## src/rtl/mem_port_arbiter_if.sv

```systemverilog
// Memory-side bus of the instruction/data port arbiter.
// Handshake: the master holds mem_req, mem_we, mem_addr and mem_wdata stable
// for the whole access; the slave completes it by raising mem_ack for one
// clock edge (mem_rdata valid with it for reads). mem_ack may already be high
// in the first request cycle, and is meaningless while mem_req is low.
interface mem_port_arbiter_if;
  logic        mem_req;
  logic        mem_we;
  logic [31:0] mem_addr;
  logic [31:0] mem_wdata;
  logic [31:0] mem_rdata;
  logic        mem_ack;

  modport master (
    output mem_req,
    output mem_we,
    output mem_addr,
    output mem_wdata,
    input  mem_rdata,
    input  mem_ack
  );

  modport slave (
    input  mem_req,
    input  mem_we,
    input  mem_addr,
    input  mem_wdata,
    output mem_rdata,
    output mem_ack
  );
endinterface

```

## src/rtl/mem_port_arbiter.sv

```systemverilog
// Shares one single-ported memory between instruction fetch and the MEM-stage
// data access. Every pipeline step is one round: optional data access, then
// the fetch, then a single pipe_run cycle. An access that waits too long for
// mem_ack is abandoned and flagged through the sticky timeout output.
module mem_port_arbiter #(
  parameter int unsigned TIMEOUT_CYC = 16
) (
  input  logic        clk,
  input  logic        rst,
  input  logic [31:0] if_addr,
  input  logic        d_read,
  input  logic        d_write,
  input  logic [31:0] d_addr,
  input  logic [31:0] d_wdata,
  output logic [31:0] if_rdata,
  output logic [31:0] d_rdata,
  output logic        pipe_run,
  output logic        timeout,
  output logic [1:0]  dbg_state,
  mem_port_arbiter_if.master bus
);

  typedef enum logic [1:0] {
    S_DECIDE = 2'd0,
    S_DATA   = 2'd1,
    S_INSTR  = 2'd2,
    S_RUN    = 2'd3
  } state_t;

  localparam logic [7:0] LAST_WAIT = 8'(TIMEOUT_CYC - 1);

  state_t      state;
  state_t      state_nxt;

  // Request snapshot taken in S_DECIDE; live inputs are ignored afterwards.
  logic [31:0] if_addr_q;
  logic [31:0] d_addr_q;
  logic [31:0] d_wdata_q;
  logic        wr_q;
  logic        rd_q;
  logic [7:0]  wait_cnt;

  logic        acc_active;
  logic        last_wait;
  logic        acc_done;
  logic        acc_abandon;

  assign dbg_state = state;
  assign pipe_run  = (state == S_RUN);

  // Access completion: an ack, or the wait budget running out.
  always_comb begin
    acc_active  = (state == S_DATA) || (state == S_INSTR);
    last_wait   = (wait_cnt == LAST_WAIT);
    acc_done    = acc_active && (bus.mem_ack || last_wait);
    acc_abandon = acc_active && !bus.mem_ack && last_wait;
  end

  // Next-state decode for the round sequence.
  always_comb begin
    state_nxt = state;
    case (state)
      S_DECIDE: state_nxt = (d_read || d_write) ? S_DATA : S_INSTR;
      S_DATA:   if (acc_done) state_nxt = S_INSTR;
      S_INSTR:  if (acc_done) state_nxt = S_RUN;
      S_RUN:    state_nxt = S_DECIDE;
      default:  state_nxt = S_DECIDE;
    endcase
  end

  // Memory bus decoded from state and the snapshot only, so it never follows
  // the live pipeline inputs.
  always_comb begin
    bus.mem_req   = 1'b0;
    bus.mem_we    = 1'b0;
    bus.mem_addr  = '0;
    bus.mem_wdata = '0;
    case (state)
      S_DATA: begin
        bus.mem_req   = 1'b1;
        bus.mem_we    = wr_q;
        bus.mem_addr  = d_addr_q;
        bus.mem_wdata = d_wdata_q;
      end
      S_INSTR: begin
        bus.mem_req  = 1'b1;
        bus.mem_addr = if_addr_q;
      end
      default: ;
    endcase
  end

  // State register.
  always_ff @(posedge clk) begin
    if (rst) state <= S_DECIDE;
    else     state <= state_nxt;
  end

  // Snapshot, wait counter, returned data and the sticky timeout flag.
  always_ff @(posedge clk) begin
    if (rst) begin
      if_addr_q <= '0;
      d_addr_q  <= '0;
      d_wdata_q <= '0;
      wr_q      <= 1'b0;
      rd_q      <= 1'b0;
      wait_cnt  <= '0;
      if_rdata  <= '0;
      d_rdata   <= '0;
      timeout   <= 1'b0;
    end else begin
      case (state)
        S_DECIDE: begin
          if_addr_q <= if_addr;
          d_addr_q  <= d_addr;
          d_wdata_q <= d_wdata;
          // A simultaneous read and write collapses to the write alone.
          wr_q      <= d_write;
          rd_q      <= d_read && !d_write;
          wait_cnt  <= '0;
        end
        S_DATA: begin
          if (acc_done) begin
            wait_cnt <= '0;
            if (rd_q) d_rdata <= bus.mem_ack ? bus.mem_rdata : 32'h0;
          end else begin
            wait_cnt <= wait_cnt + 8'd1;
          end
        end
        S_INSTR: begin
          if (acc_done) begin
            wait_cnt <= '0;
            // An abandoned fetch yields an all-zero word (NOP).
            if_rdata <= bus.mem_ack ? bus.mem_rdata : 32'h0;
          end else begin
            wait_cnt <= wait_cnt + 8'd1;
          end
        end
        default: ;
      endcase
      if (acc_abandon) timeout <= 1'b1;
    end
  end

endmodule
```

## src/flat_wrapper.sv

```systemverilog
// flat-port wrapper written by rule: the top's interface ports become plain ports
module mem_port_arbiter_flat 
#(
  parameter int unsigned TIMEOUT_CYC = 16
)
  (clk, rst, if_addr, d_read, d_write, d_addr, d_wdata, if_rdata, d_rdata, pipe_run, timeout, dbg_state, bus_mem_req, bus_mem_we, bus_mem_addr, bus_mem_wdata, bus_mem_rdata, bus_mem_ack);
  mem_port_arbiter_if bus_i ();
  input  logic clk;
  input  logic rst;
  input  logic [31:0] if_addr;
  input  logic d_read;
  input  logic d_write;
  input  logic [31:0] d_addr;
  input  logic [31:0] d_wdata;
  output logic [31:0] if_rdata;
  output logic [31:0] d_rdata;
  output logic pipe_run;
  output logic timeout;
  output logic [1:0] dbg_state;
  output wire logic [$bits(bus_i.mem_req)-1:0] bus_mem_req;
  output wire logic [$bits(bus_i.mem_we)-1:0] bus_mem_we;
  output wire logic [$bits(bus_i.mem_addr)-1:0] bus_mem_addr;
  output wire logic [$bits(bus_i.mem_wdata)-1:0] bus_mem_wdata;
  input wire logic [$bits(bus_i.mem_rdata)-1:0] bus_mem_rdata;
  input wire logic [$bits(bus_i.mem_ack)-1:0] bus_mem_ack;
  assign bus_mem_req = bus_i.mem_req;
  assign bus_mem_we = bus_i.mem_we;
  assign bus_mem_addr = bus_i.mem_addr;
  assign bus_mem_wdata = bus_i.mem_wdata;
  assign bus_i.mem_rdata = bus_mem_rdata;
  assign bus_i.mem_ack = bus_mem_ack;
  mem_port_arbiter #(.TIMEOUT_CYC(TIMEOUT_CYC)) u_core (.clk(clk), .rst(rst), .if_addr(if_addr), .d_read(d_read), .d_write(d_write), .d_addr(d_addr), .d_wdata(d_wdata), .if_rdata(if_rdata), .d_rdata(d_rdata), .pipe_run(pipe_run), .timeout(timeout), .dbg_state(dbg_state), .bus(bus_i));
endmodule
```

## config.mk

```make
export PLATFORM = sky130hd
export DESIGN_NAME = mem_port_arbiter_flat
export DESIGN_NICKNAME = d
export VERILOG_FILES = /design/src/rtl/mem_port_arbiter_if.sv /design/src/rtl/mem_port_arbiter.sv /design/src/flat_wrapper.sv
export SDC_FILE = /design/constraint.sdc
export NUM_CORES = 1
export LEC_CHECK = 0
export CAP_MARGIN = 5
export CELL_PAD_IN_SITES_DETAIL_PLACEMENT = 1
export CELL_PAD_IN_SITES_GLOBAL_PLACEMENT = 1
export CORE_MARGIN = 4
export CORE_UTILIZATION = 38
export CTS_BUF_LIST = sky130_fd_sc_hd__clkbuf_8
export DETAILED_ROUTE_END_ITERATION = 10
export GPL_ROUTABILITY_DRIVEN = 0
export PLACE_DENSITY = 0.95
export RECOVER_POWER = 100
export SYNTH_ARGS = -nofsm -noshare
export SYNTH_HDL_FRONTEND = slang
export SYNTH_SLANG_ARGS = --single-unit
```

## constraint.sdc

```tcl
create_clock -name clk -period 4.5 [get_ports clk]
set_input_delay 0.9 -clock clk [delete_from_list [all_inputs] [get_ports clk]]
set_output_delay 0.9 -clock clk [all_outputs]
set_load 0.005 [all_outputs]
```

==> flow_metrics.tcl, run 1 <==
set metrics [dict create \
    fin_nets 1117 \
    die_y_um 149 \
    avgSynthCellArea_sq_um 9.97 \
    regArea_sq_mm 0.00346 \
    internal-power_mw 3.30 \
    slowest_stage "ha_1" \
    path_cells "inv_1, ha_1, nor2b_1, dlygate4sd3_1" \
    switching_share_pct 32.9 \
    postCtsSetupRepairBufs 0 \
    required_ns 3.60 \
    cp_slowest_stage_delay_ns 1.08 \
    core_region_area_sq_mm 0.0195 \
    status "finished with violations" \
    clock_latency_ns 0.46 \
    startpoint "u_core.dbg_state[0]$_SDFFE_PP0P_" \
    cts_buffer_depth 2 \
    grt_pass1_vias 7369 \
    pwr-share-comb_pct 33.5 \
    reg2reg_depth 6 \
    preCtsSetupSlack_ns 1.37 \
    setup-tns-final_ns 0 \
    grt.overflow.total 0 \
    vias 6903 \
    rr_endpoint "u_core.if_rdata[18]$_SDFFE_PP0P_" \
    worst_hold_path_type "reg2reg" \
    dp.cells 1224 \
    r2r_start "u_core.dbg_state[0]$_SDFFE_PP0P_" \
    routed_wl_um 26000 \
    netlist_instances 761 \
    ys_ff_latch 173 \
    wl_per_cell_um 20.6 \
    finalHoldViolCount 0 \
    io_buffers 266 \
    setup.worst_path.end "bus_mem_addr[11]" \
    ys.warnings.count 0 \
    async_flop_share_pct 0 \
    fin_crit_ns 3.86 \
    clkTransAtPathRegs_ns 0.09 \
    fp-row-count 51 \
    antenna_found_initial 6 \
    viasPerCell 5.47 \
    p_sw_mw 1.62 \
    ir_drop_v 0.000244 \
    layout-drive-gt1-share_pct 8.17 \
    pwr-share-seq_pct 39.9 \
    drt_pass1_iterations 5 \
    violations "capacitance limit, slew limit" \
    worst_ep_arrival_time_ns 2.96 \
    grtUsageTotal_pct 22.7 \
    leakage_nw 4.42 \
    cts_tree "built" \
    post-route-period-util_pct 85.8 \
    use_met3_pct 5.56 \
    rrSetupSlack_ns 0.81 \
    cp-end-kind "output port" \
    postCtsHoldBufs 0 \
    cts_max_level 4 \
    stdcell_count 1261 \
    cts_sinks 173 \
    worst_pin_slew_ns 2.87 \
    seq_area_frac_synth_pct 45.6 \
    dieWidth_um 149 \
    relSlewSlack_pct -91.0 \
    power_per_cell_area_mw_per_mm2 456 \
    cts_root_buf "clkbuf_8" \
    grt.busiest_layer "met2" \
    dp_hpwl_um 18400 \
    cp_max_fo 40 \
    worstSetupPathType "reg2out" \
    drv_cap 1 \
    synth_nets 900 \
    io_pins 267 \
    post_cts_resized 0 \
    fin_skew_ns 0.0178 \
    setup_viol 0 \
    ys.flop_type "dfxtp_1" \
    die-area_sq_mm 0.0223 \
    grtUsageMet1_pct 24.9 \
    synth_cell_types 41 \
    startpoint_type "register" \
    syn_to_final_growth_pct 41.8 \
    ant_nets 0 \
    rsz0062_at_grt "no" \
    drt-initial-drc-count 318 \
    setup_slack_ns 0.638 \
    synth_edf_count 0 \
    grt_pass1_wl_um 40100 \
    grt_max_degree 114 \
    syn_area_sq_mm 0.00759 \
    numCtsBuffers 17 \
    start_util_pct 38.9 \
    multi_input_area_sq_mm 0.00370 \
    p_clk_share_pct 26.6 \
    fill_cells 2170 \
    max_freq_mhz 259 \
    drc_errors 0 \
    grt_util_met2_pct 41.3 \
    drv_slew 50 \
]
[cells by family after synthesis]
logic type	synth area share, %
compound gates	20.3
buf+inv	5.51
mux	13.2
xor+xnor	0.346
fa+ha+maj	0.989
simple gates	14.0
flops	45.6
[worst max-delay path, delay by kind of cell, from the launching register on]
kind	cells	cell delay, ns
buffers and inverters	2	0.70
and+or+nand+nor	1	0.28
adders and majority gates	1	1.08
DFF	1	0.44
[routing by layer]
metal | vias up | part of all wire [%]
met5 | - | 0.046
met2 | 191 | 53
met4 | 2 | 4.1
met3 | 61 | 4.3
met1 | 3410 | 38
li1 | 3239 | -
[sequential cells by signal, indices dropped and copies added, names as in the netlist]
| register | flops |
|---|---|
| u_core.d_addr_q | 32 |
| u_core.d_rdata | 32 |
| u_core.d_wdata_q | 32 |
| u_core.if_addr_q | 32 |
| u_core.if_rdata | 32 |
| u_core.wait_cnt | 8 |
| u_core.dbg_state | 2 |
| u_core.rd_q | 1 |
| u_core.timeout | 1 |
| u_core.wr_q | 1 |
[area by class of cell]
| cell class | instances | share of cell area [%] |
|---|---|---|
| Antenna cell | 5 | 0.116 |
| Timing Repair Buffer | 275 | 25.7 |
| Clock inverter | 14 | 2.13 |
| Clock buffer | 18 | 2.30 |
| Multi-Input combinational cell | 507 | 34.4 |
| Sequential cell | 173 | 32.2 |
| Tap cell | 265 | 3.08 |
| Inverter | 4 | 0.140 |
[cell usage after synthesis, drive strengths merged, types with 4 or more instances]
master | instances | share of area, %
nor2 | 99 | 4.9
inv | 4 | 0.20
a211oi | 4 | 0.40
mux2i | 99 | 13
a22oi | 32 | 3.2
buf | 51 | 4.0
nor2b | 33 | 2.7
o21ai | 4 | 0.26
ha | 6 | 0.99
nand2 | 33 | 1.6
clkbuf | 26 | 1.3
a311oi | 64 | 9.9
dfxtp | 173 | 46
a31oi | 65 | 5.4
a221oi | 4 | 0.71
and2 | 34 | 2.8
[metrics by stage]
stage	power, mW	hold WS, ns	utilization, %	area (sq um)
2_1_floorplan	3.02	0.441	-	7590
3_3_place_gp	3.58	0.458	52.8	10300
3_5_place_dp	3.66	0.459	52.8	10300
4_1_cts	4.97	0.474	55.2	10800
5_1_grt	5.18	0.513	55.1	10800
6_report	4.91	0.473	55.1	10800
[layout by cell type, fill, tap and decap left out, types with 5 or more instances in the layout]
cell and count:
dlygate4sd3_1 116, clkdlybuf4s50_1 148, mux2i_1 99, dfxtp_1 173, a311oi_1 34, a311oi_2 30, diode_2 5, and2_1 17
nand2_1 33, ha_1 5, a31oi_1 65, nor2b_1 33, clkbuf_8 18, buf_4 5, nor2_1 99, a22oi_1 32
bufinv_16 5, and2_0 16
[power by group through the flow]
stage	Clock [mW]	Sequential, mW	Combinational [mW]
after floorplan	0	1.92	1.10
after global placement	0	1.98	1.60
after detailed placement	0	1.99	1.67
after CTS	1.33	1.96	1.68
after global routing	1.40	1.99	1.79
final	1.31	1.96	1.64
[worst min path at each step]
stage | start | endpoint | slack (ns) | cells after the start
2_1_floorplan | u_core.rd_q$_SDFFE_PP0N_ | u_core.rd_q$_SDFFE_PP0N_ | 0.44 | 2
3_3_place_gp | u_core.rd_q$_SDFFE_PP0N_ | u_core.rd_q$_SDFFE_PP0N_ | 0.46 | 2
3_5_place_dp | u_core.rd_q$_SDFFE_PP0N_ | u_core.rd_q$_SDFFE_PP0N_ | 0.46 | 2
4_1_cts | u_core.rd_q$_SDFFE_PP0N_ | u_core.rd_q$_SDFFE_PP0N_ | 0.47 | 2
5_1_grt | u_core.rd_q$_SDFFE_PP0N_ | u_core.rd_q$_SDFFE_PP0N_ | 0.51 | 2
6_report | u_core.rd_q$_SDFFE_PP0N_ | u_core.rd_q$_SDFFE_PP0N_ | 0.47 | 2
(Power assumes the default switching activity.)
==> run 2, diff against run 1 <==
--- a/config.mk
+++ b/config.mk
@@ -9,11 +9,10 @@
 export CELL_PAD_IN_SITES_DETAIL_PLACEMENT = 1
 export CELL_PAD_IN_SITES_GLOBAL_PLACEMENT = 1
 export CORE_MARGIN = 4
-export CORE_UTILIZATION = 38
-export CTS_BUF_LIST = sky130_fd_sc_hd__clkbuf_8
+export CORE_UTILIZATION = 36
 export DETAILED_ROUTE_END_ITERATION = 10
 export GPL_ROUTABILITY_DRIVEN = 0
-export PLACE_DENSITY = 0.95
+export PLACE_DENSITY = 0.93
 export RECOVER_POWER = 100
 export SYNTH_ARGS = -nofsm -noshare
 export SYNTH_HDL_FRONTEND = slang
==> flow_metrics.tcl, run 2 (synthesis results as in run 1) <==
set metrics [dict create \
    grt_pass1_vias 7348 \
    drc_errors 0 \
    finalHoldViolCount 0 \
    cts_buffer_depth 2 \
    preCtsSetupSlack_ns 1.10 \
    status "finished with violations" \
    fill_cells 2294 \
    vias 6780 \
    reg2reg_depth 7 \
    cp-end-kind "output port" \
    post_cts_resized 0 \
    clock_latency_ns 0.43 \
    numCtsBuffers 17 \
    required_ns 3.60 \
    die-area_sq_mm 0.0235 \
    holdCritStartpoint "u_core.rd_q$_SDFFE_PP0N_" \
    max_freq_mhz 248 \
    final_util_pct 53.1 \
    startpoint_type "register" \
    antenna_found_initial 3 \
    leakage_nw 4.42 \
    wl_per_cell_um 19.9 \
    grtUsageTotal_pct 20.9 \
    dieWidth_um 153 \
    setup_slack_ns 0.468 \
    clkTransAtPathRegs_ns 0.07 \
    postCtsSetupRepairBufs 0 \
    rrSetupSlack_ns 0.58 \
    worst_hold_path_type "reg2reg" \
    routed_wl_um 25200 \
    multi_input_area_sq_mm 0.00370 \
    cp_max_fo 26 \
    stdcell_count 1269 \
    core_region_area_sq_mm 0.0205 \
    grt_pass1_wl_um 40100 \
    start_util_pct 37.0 \
    drv_slew 92 \
    r2r_start "u_core.dbg_state[1]$_SDFFE_PP0P_" \
    rr_endpoint "u_core.d_rdata[21]$_SDFFE_PP0P_" \
    ir_drop_v 0.000285 \
    post-route-period-util_pct 89.6 \
    grt.overflow.total 0 \
    min_to "u_core.rd_q$_SDFFE_PP0N_" \
    rsz0062_at_grt "no" \
    drt_pass1_iterations 4 \
    io_buffers 266 \
    drt-initial-drc-count 298 \
    layout-drive-gt1-share_pct 8.13 \
    dp.cells 1234 \
    cts_root_buf "clkbuf_16" \
    mostFrequentLayoutCells "dfxtp_1, clkdlybuf4s50_1, dlygate4sd3_1" \
    regArea_sq_mm 0.00346 \
    syn_to_final_growth_pct 43.4 \
    violations "capacitance limit, slew limit" \
    worst_ep_arrival_time_ns 3.13 \
    relSlewSlack_pct -19.3 \
    fp-row-count 52 \
    die_y_um 153 \
    setup_viol 0 \
    fin_nets 1122 \
    fin_skew_ns 0.0121 \
    dp_hpwl_um 17800 \
    power_per_cell_area_mw_per_mm2 468 \
    fin_crit_ns 4.03 \
    postCtsHoldBufs 0 \
    cts_sinks 173 \
    cts_max_level 4 \
    worstSetupPathType "reg2out" \
    io_pins 267 \
    viasPerCell 5.34 \
    setup-tns-final_ns 0 \
    whs_path_depth 2 \
    final_common_cell "dfxtp_1" \
    cts_tree "built" \
    grt_max_degree 108 \
    worst_pin_slew_ns 1.79 \
    drv_cap 2 \
    ant_nets 0 \
]
## run 2: how the worst max path moves through the flow
stage / endpoint / startpoint / slack (ns)
after floorplan: bus_mem_addr[10] / u_core.dbg_state[0]$_SDFFE_PP0P_ / 2.26
after global placement: bus_mem_addr[21] / u_core.dbg_state[0]$_SDFFE_PP0P_ / 1.18
after detailed placement: bus_mem_addr[29] / u_core.dbg_state[0]$_SDFFE_PP0P_ / 1.10
after CTS: bus_mem_addr[29] / u_core.dbg_state[0]$_SDFFE_PP0P_ / 0.64
after global routing: u_core.d_rdata[29]$_SDFFE_PP0P_ / u_core.dbg_state[1]$_SDFFE_PP0P_ / 0.23
final: bus_mem_addr[31] / u_core.dbg_state[0]$_SDFFE_PP0P_ / 0.47
## run 2: where the power goes
group / switching [mW] / total, mW / internal [mW]
clock: 0.722 / 1.53 / 0.805
combinational: 0.830 / 1.62 / 0.794
sequential: 0.157 / 1.95 / 1.79
total: 1.71 / 5.10 / 3.39
## run 2: worst max-delay path, cell delays in order, from the launching register on
cell and delay (ns):
dfxtp_1 0.37, inv_1 0.11, ha_1 0.90, clkbuf_1 0.48, a22oi_1 0.14, nor2b_1 0.14
dlygate4sd3_1 0.58
## run 2: cell type report
cell class	instances	share of cell area, %
tap	270	3.10
clock inverter	15	1.75
timing repair buffer	280	25.2
antenna	3	0.0690
multi-input combinational	507	34.0
inverter	4	0.138
sequential	173	31.8
clock buffer	17	3.91
## run 2: metrics by stage
step                instance area (sq um)  hold slack, ns  total power [mW]
global route                        10900           0.507              5.38
detailed placement                  10300           0.464              3.65
CTS                                 10900           0.475              5.19
finish                              10900           0.471              5.10
global placement                    10300           0.451              3.57
floorplan                            7590           0.441              3.02
## run 2: per-layer routing
metal	up-vias	global-route usage [%]	part of all wire, %	routed length (um)
met4	0	9.04	3.2	798
met2	175	36.6	52	13100
met5	-	0	0	0
met1	3320	24.5	41	10300
li1	3235	-	-	-
met3	50	4.69	4.2	1070
